==> src/rtl/alu_pkg.sv <==
// Shared constants for the ALU issue controller: opcodes, condition codes,
// flag bit positions, FSM state encodings and instruction field positions.
package alu_pkg;

  localparam logic [2:0] OP_ADD = 3'b000;
  localparam logic [2:0] OP_SUB = 3'b001;
  localparam logic [2:0] OP_AND = 3'b010;
  localparam logic [2:0] OP_OR  = 3'b011;
  localparam logic [2:0] OP_XOR = 3'b100;
  localparam logic [2:0] OP_NOT = 3'b101;
  localparam logic [2:0] OP_SHL = 3'b110;
  localparam logic [2:0] OP_SHR = 3'b111;

  localparam logic [1:0] COND_AL = 2'b00;
  localparam logic [1:0] COND_Z  = 2'b01;
  localparam logic [1:0] COND_C  = 2'b10;
  localparam logic [1:0] COND_N  = 2'b11;

  localparam int FLG_C = 3;
  localparam int FLG_Z = 2;
  localparam int FLG_N = 1;
  localparam int FLG_V = 0;

  typedef logic [1:0] state_t;
  localparam state_t ST_IDLE  = 2'd0;
  localparam state_t ST_ISSUE = 2'd1;
  localparam state_t ST_CAPT  = 2'd2;
  localparam state_t ST_RESP  = 2'd3;

  // Instruction field low bit positions (fields are read with +: slices).
  localparam int INS_LDI   = 15;
  localparam int LDI_RD_LO = 13;
  localparam int IMM_LO    = 0;
  localparam int OP_LO     = 12;
  localparam int RD_LO     = 10;
  localparam int RA_LO     = 8;
  localparam int RB_LO     = 6;
  localparam int COND_LO   = 4;
  localparam int FUPD_BIT  = 3;

  function automatic logic cond_ok(input logic [1:0] cond, input logic [3:0] flags);
    logic ok;
    case (cond)
      COND_Z:  ok = flags[FLG_Z];
      COND_C:  ok = flags[FLG_C];
      COND_N:  ok = flags[FLG_N];
      default: ok = 1'b1;
    endcase
    return ok;
  endfunction

endpackage

==> src/rtl/alu_regfile_4x8.sv <==
// 4-entry register file: one write port, two read ports sampled on rd_en,
// and a combinational debug read port.
module alu_regfile_4x8 #(
  parameter int DATA_W = 8
) (
  input  logic              clk,
  input  logic              rst_n,
  input  logic              we,
  input  logic [1:0]        waddr,
  input  logic [DATA_W-1:0] wdata,
  input  logic              rd_en,
  input  logic [1:0]        raddr_a,
  input  logic [1:0]        raddr_b,
  output logic [DATA_W-1:0] rdata_a,
  output logic [DATA_W-1:0] rdata_b,
  input  logic [1:0]        dbg_sel,
  output logic [DATA_W-1:0] dbg_data
);

  logic [DATA_W-1:0] regs [4];

  always_ff @(posedge clk or negedge rst_n) begin
    if (!rst_n) begin
      regs <= '{default: '0};
    end else if (we) begin
      regs[waddr] <= wdata;
    end
  end

  // Read ports hold their last sampled value between reads.
  always_ff @(posedge clk or negedge rst_n) begin
    if (!rst_n) begin
      rdata_a <= '0;
      rdata_b <= '0;
    end else if (rd_en) begin
      rdata_a <= regs[raddr_a];
      rdata_b <= regs[raddr_b];
    end
  end

  assign dbg_data = regs[dbg_sel];

endmodule

==> src/rtl/alu_issue_ctrl.sv <==
// Sequential front-end for the combinational ALU: accept, issue, capture, respond.
// Optional perf counters are built when ALU_PERF_CNT_EN is defined.
module alu_issue_ctrl
  import alu_pkg::*;
#(
  parameter int DATA_W = 8,
  parameter int CNT_W  = 16
) (
  input  logic              clk,
  input  logic              rst_n,
  input  logic              instr_valid,
  output logic              instr_ready,
  input  logic [15:0]       instr,
  output logic              rsp_valid,
  input  logic              rsp_ready,
  output logic [DATA_W-1:0] rsp_data,
  output logic [3:0]        rsp_flags,
  output logic              rsp_skipped,
  output logic [DATA_W-1:0] alu_a,
  output logic [DATA_W-1:0] alu_b,
  output logic [2:0]        alu_op,
  input  logic [DATA_W-1:0] alu_result,
  input  logic              alu_carry,
  input  logic              alu_zero,
  input  logic              alu_negative,
  input  logic              alu_overflow,
  output logic [3:0]        status,
  input  logic [1:0]        dbg_sel,
`ifdef ALU_PERF_CNT_EN
  output logic [CNT_W-1:0]  perf_exec,
  output logic [CNT_W-1:0]  perf_skip,
`endif
  output logic [1:0]        dbg_state,
  output logic [DATA_W-1:0] dbg_data
);

  // Both handshakes transfer on a rising edge where valid && ready; the
  // initiator holds its payload stable while valid is high and ready is low.
  state_t      state;
  logic [15:0] instr_q;
  logic        cond_pass;
  logic        fire;
  logic        is_ldi;
  logic [3:0]  alu_flags;
  logic        rf_we;
  logic [1:0]  rf_waddr;
  logic [DATA_W-1:0] rf_wdata;
  logic [DATA_W-1:0] imm;

  assign instr_ready = (state == ST_IDLE);
  assign fire        = instr_valid && instr_ready;
  assign is_ldi      = instr_q[INS_LDI];
  assign imm         = DATA_W'(instr_q[IMM_LO +: 8]);
  assign alu_flags   = {alu_carry, alu_zero, alu_negative, alu_overflow};
  assign dbg_state   = state;

  assign rf_we    = (state == ST_CAPT) && (is_ldi || cond_pass);
  assign rf_waddr = is_ldi ? instr_q[LDI_RD_LO +: 2] : instr_q[RD_LO +: 2];
  assign rf_wdata = is_ldi ? imm : alu_result;

  alu_regfile_4x8 #(.DATA_W(DATA_W)) u_regfile (
    .clk      (clk),
    .rst_n    (rst_n),
    .we       (rf_we),
    .waddr    (rf_waddr),
    .wdata    (rf_wdata),
    .rd_en    (state == ST_ISSUE),
    .raddr_a  (instr_q[RA_LO +: 2]),
    .raddr_b  (instr_q[RB_LO +: 2]),
    .rdata_a  (alu_a),
    .rdata_b  (alu_b),
    .dbg_sel  (dbg_sel),
    .dbg_data (dbg_data)
  );

  always_ff @(posedge clk or negedge rst_n) begin
    if (!rst_n) begin
      state       <= ST_IDLE;
      instr_q     <= '0;
      cond_pass   <= 1'b0;
      alu_op      <= '0;
      rsp_valid   <= 1'b0;
      rsp_data    <= '0;
      rsp_flags   <= '0;
      rsp_skipped <= 1'b0;
      status      <= '0;
    end else begin
      case (state)
        ST_IDLE: begin
          if (fire) begin
            instr_q   <= instr;
            // Only one instruction is in flight, so status here is pre-instruction.
            cond_pass <= cond_ok(instr[COND_LO +: 2], status);
            state     <= instr[INS_LDI] ? ST_CAPT : ST_ISSUE;
          end
        end
        ST_ISSUE: begin
          alu_op <= instr_q[OP_LO +: 3];
          state  <= ST_CAPT;
        end
        ST_CAPT: begin
          rsp_valid <= 1'b1;
          state     <= ST_RESP;
          if (is_ldi) begin
            rsp_data    <= imm;
            rsp_flags   <= status;
            rsp_skipped <= 1'b0;
          end else begin
            rsp_flags <= alu_flags;
            if (cond_pass) begin
              rsp_data    <= alu_result;
              rsp_skipped <= 1'b0;
              if (instr_q[FUPD_BIT]) status <= alu_flags;
            end else begin
              rsp_data    <= '0;
              rsp_skipped <= 1'b1;
            end
          end
        end
        ST_RESP: begin
          if (rsp_ready) begin
            rsp_valid <= 1'b0;
            state     <= ST_IDLE;
          end
        end
        default: state <= ST_IDLE;
      endcase
    end
  end

`ifdef ALU_PERF_CNT_EN
  always_ff @(posedge clk or negedge rst_n) begin
    if (!rst_n) begin
      perf_exec <= '0;
      perf_skip <= '0;
    end else if (state == ST_CAPT) begin
      if (rf_we) begin
        if (perf_exec != '1) perf_exec <= perf_exec + 1'b1;
      end else begin
        if (perf_skip != '1) perf_skip <= perf_skip + 1'b1;
      end
    end
  end
`endif

endmodule

==> config.mk <==
export PLATFORM = sky130hd
export DESIGN_NAME = alu_issue_ctrl
export DESIGN_NICKNAME = d
export VERILOG_FILES = /design/src/rtl/alu_pkg.sv /design/src/rtl/alu_regfile_4x8.sv /design/src/rtl/alu_issue_ctrl.sv
export SDC_FILE = /design/constraint.sdc
export NUM_CORES = 1
export LEC_CHECK = 0
export CAP_MARGIN = 20
export CORE_AREA = 2 2 93 95
export DETAILED_ROUTE_END_ITERATION = 12
export DIE_AREA = 0 0 95 97
export PLACE_DENSITY = 0.87
export REMOVE_ABC_BUFFERS = 1
export SETUP_SLACK_MARGIN = 0.02
export SYNTH_ARGS = -nofsm -noshare
export SYNTH_HDL_FRONTEND = slang
export SYNTH_SLANG_ARGS = --single-unit
==> constraint.sdc <==
create_clock -name clk -period 2.65 [get_ports clk]
set_input_delay 0.53 -clock clk [delete_from_list [all_inputs] [get_ports clk]]
set_output_delay 0.53 -clock clk [all_outputs]
set_load 0.01 [all_outputs]
==> impl_results.md <==
- Status: finished, final reports clean
- Root Buffer: clkbuf_8
- CTS tree: built
- Max stage delay cell, worst path: clkdlybuf4s50_1
- Die Y: 97 µm
- Row count: 33
- CP top delay family: buffers and inverters
- Distinct cells, synth: 30
- Starting Density: 51.5%
- Leak: 2.22 nW
- Critical-path cell list: clkdlybuf4s50_1 > buf_12 > mux4_2 > dlygate4sd2_1
- Clock latency on the worst-skew pair: 0.35 ns
- Crit path capture type: output port
- Area leader, netlist: dfrtp_1
- Share of Yosys cell area claimed by the top area cell type: 52.6%
- Via count: 2697
- Drt first pass iters: 4
- Tot GR Track Use: 21.1%
- Initial antenna violation count: 0
- Clk slew on worst S/H paths: 0.09 ns
- # IOs: 82
- Initial drt markers: 103
- Post-synth EDFFs: 0
- Area growth syn-to-layout: 27.2%
- DRC Markers: 0
- Critical path fanouts, max: 8
- Vias in the first global route: 2828
- WP data required: 2.12 ns
- Worst EP arrival: 1.99 ns
- Gpl congestion: 0.823
- Post-Syn Area: 4190 µm²
- Ys async rst share: 100%
- Pwr Total: 6.67 mW
- Kind of critical path: input pin to output port
- Chip width: 95 µm
- Synthesized area per cell: 15.4 µm²
- Slew @ Worst Pin: 0.649 ns
- Cells after synthesis: 272
- Layout cell share with drive strength beyond 1: 36.4%
- Diode count: 0
- Max Cap Viol: 0
- GR Overflow Total: 0
- Fin. max-slew vios: 0
- H-tree level count: 3
- CORE AREA: 8130 µm²
- Die ar.: 9220 µm²
- Pwr/cell area: 1250 nW/µm²
- Global-route wire length before repair: 14700 µm
- YS warnings: 0
- Clock Tree Buf Depth: 2
- Setup TNS Final: 0 ns
- Slew HR: 56.7%
- Largest stage delay, worst path: 0.51 ns
- Avg Vias per Cell: 5.76
- Clk_skew: 0.00969 ns
- Detail Placement HPWL: 6430 µm
- Hold_buf cts: 0
- Total CTS buffers: 9
- Setup WS post-layout: 0.129 ns
- # port buffers: 81
- Final ANT Viol Nets: 0
- Commonest cells in the netlist: dfrtp_1 (88), mux2_2 (80), mux4_2 (24)
- WP buf/inv: 3
- Critical Path Source Type: input pin
- Nets@finish: 398
- Crit path time final: 2.52 ns
- Count leader, synth: dfrtp_1
- Total wire length: 8820 µm
- Final Hold Viols: 0
- WL per Instance: 18.8 µm
- Hold WC Path Type: input pin to async pin
- Tcrit/Tclk final: 95.1%
- Reg-to-reg setup timing slack: 0.57 ns
- Synth Flop Type: dfrtp_1
- Endpoints failing setup: 0
- Synth area leaders: dfrtp_1 (53%), mux2_2 (22%), mux4_2 (13%)
- Worst slack, placed: -0.0820 ns
- RSZ-0062 raised after global routing: false
- Sequential fraction of the synthesis area: 52.6%
- Peak Freq: 0.397 GHz
- Peak supply drop: 0.658 mV
- Largest net degree at the start of global routing: 35
- #FFs+latches synth: 88
- Clock sink count: 88
## report_power, final
group	internal, mW	switching [mW]
Combinational	1.98	1.23
Sequential	2.01	0.649
Clock	0.355	0.447
## worst reg2reg max path: cells and delay by family (launching register included)
family,cells,cell delay [ns]
compound gates,1,0.51
fa+ha+maj,1,0.18
buf+inv,3,0.46
flops,1,0.43
mux,1,0.39
## final timing paths
kind                                          start                                to  cells after the start
min                                           rst_n  u_regfile.rdata_b[5]$_DFFE_PN0N_                      1
max                                      dbg_sel[0]                       dbg_data[1]                      4
min in group clk            rsp_data[3]$_DFFE_PN0P_           rsp_data[3]$_DFFE_PN0P_                      1
min reg2reg                 rsp_data[3]$_DFFE_PN0P_           rsp_data[3]$_DFFE_PN0P_                      1
max reg2reg                dbg_state[0]$_DFFE_PN0P_    u_regfile.regs[27]$_DFFE_PN0P_                      6
max in group asynchronous                     rst_n     u_regfile.regs[2]$_DFFE_PN0P_                      2
## metal layers
metal	share of wire (%)	global-route usage, %
met3	8.4	5.76
met1	41	28.5
met4	0.84	5.69
met2	50	33.6
met5	0	0
## sequential cells by signal (all words and copies together) (netlist names)
| register | count |
|---|---|
| rsp_valid | 1 |
| status | 4 |
| alu_op | 3 |
| u_regfile.rdata_b | 8 |
| rsp_data | 8 |
| rsp_skipped | 1 |
| instr_q | 16 |
| cond_pass | 1 |
| u_regfile.regs | 32 |
| dbg_state | 2 |
| u_regfile.rdata_a | 8 |
| rsp_flags | 4 |
## cell type report
cell class | instances | area, µm²
fill | 605 | 2800
sequential | 88 | 2200
multi-input combinational | 159 | 1890
timing repair buffer | 90 | 903
clock buffer | 11 | 141
tap | 105 | 131
inverter | 12 | 45.0
clock inverter | 3 | 20.0
## placed cells by master (no fill, tap or decap), types with 6 or more instances in the layout
cell	synthesis	layout
o2bb2ai_1	6	6
buf_4	1	7
mux4_2	24	24
dfrtp_1	88	88
dlygate4sd2_1	0	8
clkdlybuf4s50_1	0	72
mux2_2	80	80
mux2i_1	8	8
inv_1	11	11
nor2_1	9	9
clkbuf_8	0	10
## stage by stage
| stage | std cells | hold WS [ns] | area, µm² | utilization (%) |
|---|---|---|---|---|
| floorplan | 259 | 0.234 | 4130 | - |
| global placement | 454 | 0.468 | 5180 | 63.7 |
| detailed placement | 454 | 0.477 | 5180 | 63.7 |
| CTS | 468 | 0.111 | 5330 | 65.5 |
| global route | 468 | 0.126 | 5330 | 65.5 |
| finish | 468 | 0.114 | 5330 | 65.5 |
## timing repair
item	in CTS	in global routing
gates resized for setup	8	0
setup buffers	0	0
endpoints found under the setup margin	8	0
## cell families after synthesis
| family | after synthesis | synth area share [%] |
|---|---|---|
| mux | 112 | 36.3 |
| flops | 88 | 52.6 |
| buf+inv | 25 | 2.39 |
| compound gates | 24 | 5.32 |
| simple gates | 19 | 2.21 |
| fa+ha+maj | 4 | 1.19 |
No activity file was read; power rests on OpenSTA's default activity.
==> RTL change, RTL diff (config.mk and constraints unchanged) <==
`RB_LO`: 6 -> 3.
--- a/src/rtl/alu_pkg.sv
+++ b/src/rtl/alu_pkg.sv
@@ -34,7 +34,7 @@
   localparam int OP_LO     = 12;
   localparam int RD_LO     = 10;
   localparam int RA_LO     = 8;
-  localparam int RB_LO     = 6;
+  localparam int RB_LO     = 3;
   localparam int COND_LO   = 4;
   localparam int FUPD_BIT  = 3;
 
Function: changed (Yosys sat finds a counterexample within 10 cycles, from zero or initial values and one cycle with rst_n low).
==> RTL change against the original RTL <==
  * Utilization rose by 0.75 points
  * Total power is 3.2% higher
  * Area after synthesis about the same
  * Wire length fell by 1.1%
  * Sequential cell count stayed put
  * Cell area grew 1.2%
  * Worst setup slack got worse by 26 ps
  * Die area is the same
  * Cell count rose by 0.21%
==> RTL change: results (changes against the original RTL) <==
\begin{tabular}{lr}
\hline
Metric & Value \\
\hline
\multicolumn{2}{l}{\textbf{Status}} \\
\quad Run status & complete, no violations \\
\multicolumn{2}{l}{\textbf{Drt}} \\
\quad Routed WL & 8730 microns (-1.1\%) \\
\quad Per-cell via count in the routed design & 5.63 (-2.3\%) \\
\quad Number of detailed-routing iterations run before antenna repair & 4 (unchanged) \\
\quad Drt first-iter violations & 71 (-31\%) \\
\quad Total vias in the final route & 2641 (-2.1\%) \\
\multicolumn{2}{l}{\textbf{Final layout}} \\
\quad Number of fill cells & 577 (-4.6\%) \\
\quad Final Net Count & 397 (-0.25\%) \\
\quad Share of cells above drive strength 1 & 36.8\% (+0.45 points) \\
\quad Design Area, Final & 5390 sq um (+1.2\%) \\
\multicolumn{2}{l}{\textbf{Placement}} \\
\quad Pre-CTS setup slack & -98.9 ps (-16.9 ps) \\
\quad Placement Cell Area & 5170 sq um (-0.15\%) \\
\quad Post-detail-place hpwl & 6140 microns (-4.5\%) \\
\quad Placed insts & 453 (-0.22\%) \\
\quad Final weighted congestion in routability-driven placement & 0.740 (-10\%) \\
\multicolumn{2}{l}{\textbf{Global route}} \\
\quad Global-route usage over all layers & 20.4\% (-0.64 points) \\
\quad First-pass GRT wire length & 14400 microns (-2.5\%) \\
\quad Pin count of the biggest net entering global routing & 54 (+54\%) \\
\quad Number of antenna violations at the first check in global routing & 0 (unchanged) \\
\quad Vias in the first global route & 2820 (-0.28\%) \\
\multicolumn{2}{l}{\textbf{Power and ir drop}} \\
\quad Largest vdd supply drop & 745 uV (+13\%) \\
\quad Leakage & 2.26 nW (+1.7\%) \\
\multicolumn{2}{l}{\textbf{STA}} \\
\quad Worst hold margin & 136 ps (+21.8 ps) \\
\quad Slew @ Worst Pin & 684 ps (+35.7 ps) \\
\quad Post-route clock skew & 8.56 ps (-1.13 ps) \\
\multicolumn{2}{l}{\textbf{Worst setup path}} \\
\quad Worst-path cell with the longest stage delay & sky130\_fd\_sc\_hd\_\_clkdlybuf4s50\_1 \\
\quad Worst flop-to-flop path endpoint & u\_regfile.regs[26] \\
\quad Arrival time of the worst setup path & 2020 ps (+30 ps) \\
\quad Reg2Reg Setup Slack & 620 ps (+50 ps) \\
\quad Worst r2r path cells & 6 (unchanged) \\
\multicolumn{2}{l}{\textbf{CTS}} \\
\quad Longest Clk Path Bufs & 2 (unchanged) \\
\quad \# Post-CTS Setup Buffers & 0 (unchanged) \\
\quad Clock transition time at the flip-flop clock pins of the worst setup and hold paths & 90 ps (about the same) \\
\quad Maximum level of the CTS H-tree & 3 (unchanged) \\
\quad Root Buffer & sky130\_fd\_sc\_hd\_\_clkbuf\_8 \\
\multicolumn{2}{l}{\textbf{Logic synthesis}} \\
\quad Fraction of the yosys area taken by sequential cells & 52.6\% (about the same) \\
\quad Most area-consuming cells after synthesis & sky130\_fd\_sc\_hd\_\_dfrtp\_1, sky130\_fd\_sc\_hd\_\_mux2\_2, sky130\_fd\_sc\_hd\_\_mux4\_2 \\
\quad Count of mapped cells out of synthesis & 272 (unchanged) \\
\hline
\end{tabular}
[RTL change: cell counts after synthesis]
Identical to the original RTL, type by type.
[RTL change: layout make-up]
type                       instances  area share (%)
multi-input combinational        159            35.0
clock buffer                      11            2.81
tap                              105            2.44
clock inverter                     5            1.46
sequential                        88            40.8
inverter                          12           0.835
timing repair buffer              89            16.6
[RTL change: worst max-delay path by stage]
| stage | startpoint | to | slack (ps) | cells past startpoint |
|---|---|---|---|---|
| 2_1_floorplan | dbg_state[0] | u_regfile.regs[10] | 290 | 5 |
| 3_3_place_gp | dbg_sel[0] | dbg_data[5] | -90 | 4 |
| 3_5_place_dp | dbg_sel[0] | dbg_data[5] | -100 | 4 |
| 4_1_cts | dbg_sel[0] | dbg_data[6] | 90 | 4 |
| 5_1_grt | dbg_sel[0] | dbg_data[5] | 60 | 4 |
| 6_report | dbg_sel[0] | dbg_data[5] | 100 | 4 |
[RTL change: kinds of logic after synthesis]
group,synth area share (%)
DFF,52.6
buffers and inverters,2.42
muxes,36.3
AOI/OAI and AO/OA,5.32
adders and majority gates,1.19
and+or+nand+nor,2.21
[RTL change: what timing repair did]
item / in CTS / in global routing
hold buffers: 0 / 0
setup endpoints to repair: 8 / 0
resized for setup: 8 / 0
[RTL change: metal layers]
metal | share of wire, % | track usage [%]
met5 | 0 | 0
met4 | 1.5 | 7.80
met3 | 6.8 | 4.83
met2 | 49 | 32.1
met1 | 43 | 27.5
[RTL change: power by group]
group          internal [mW]  switching [mW]
Sequential              2.01           0.645
Combinational           1.97            1.22
Clock                  0.581           0.460
[RTL change: critical path: cells and delay by family]
family   cells  cell delay (ps)
mux          1              510
buf+inv      3              980
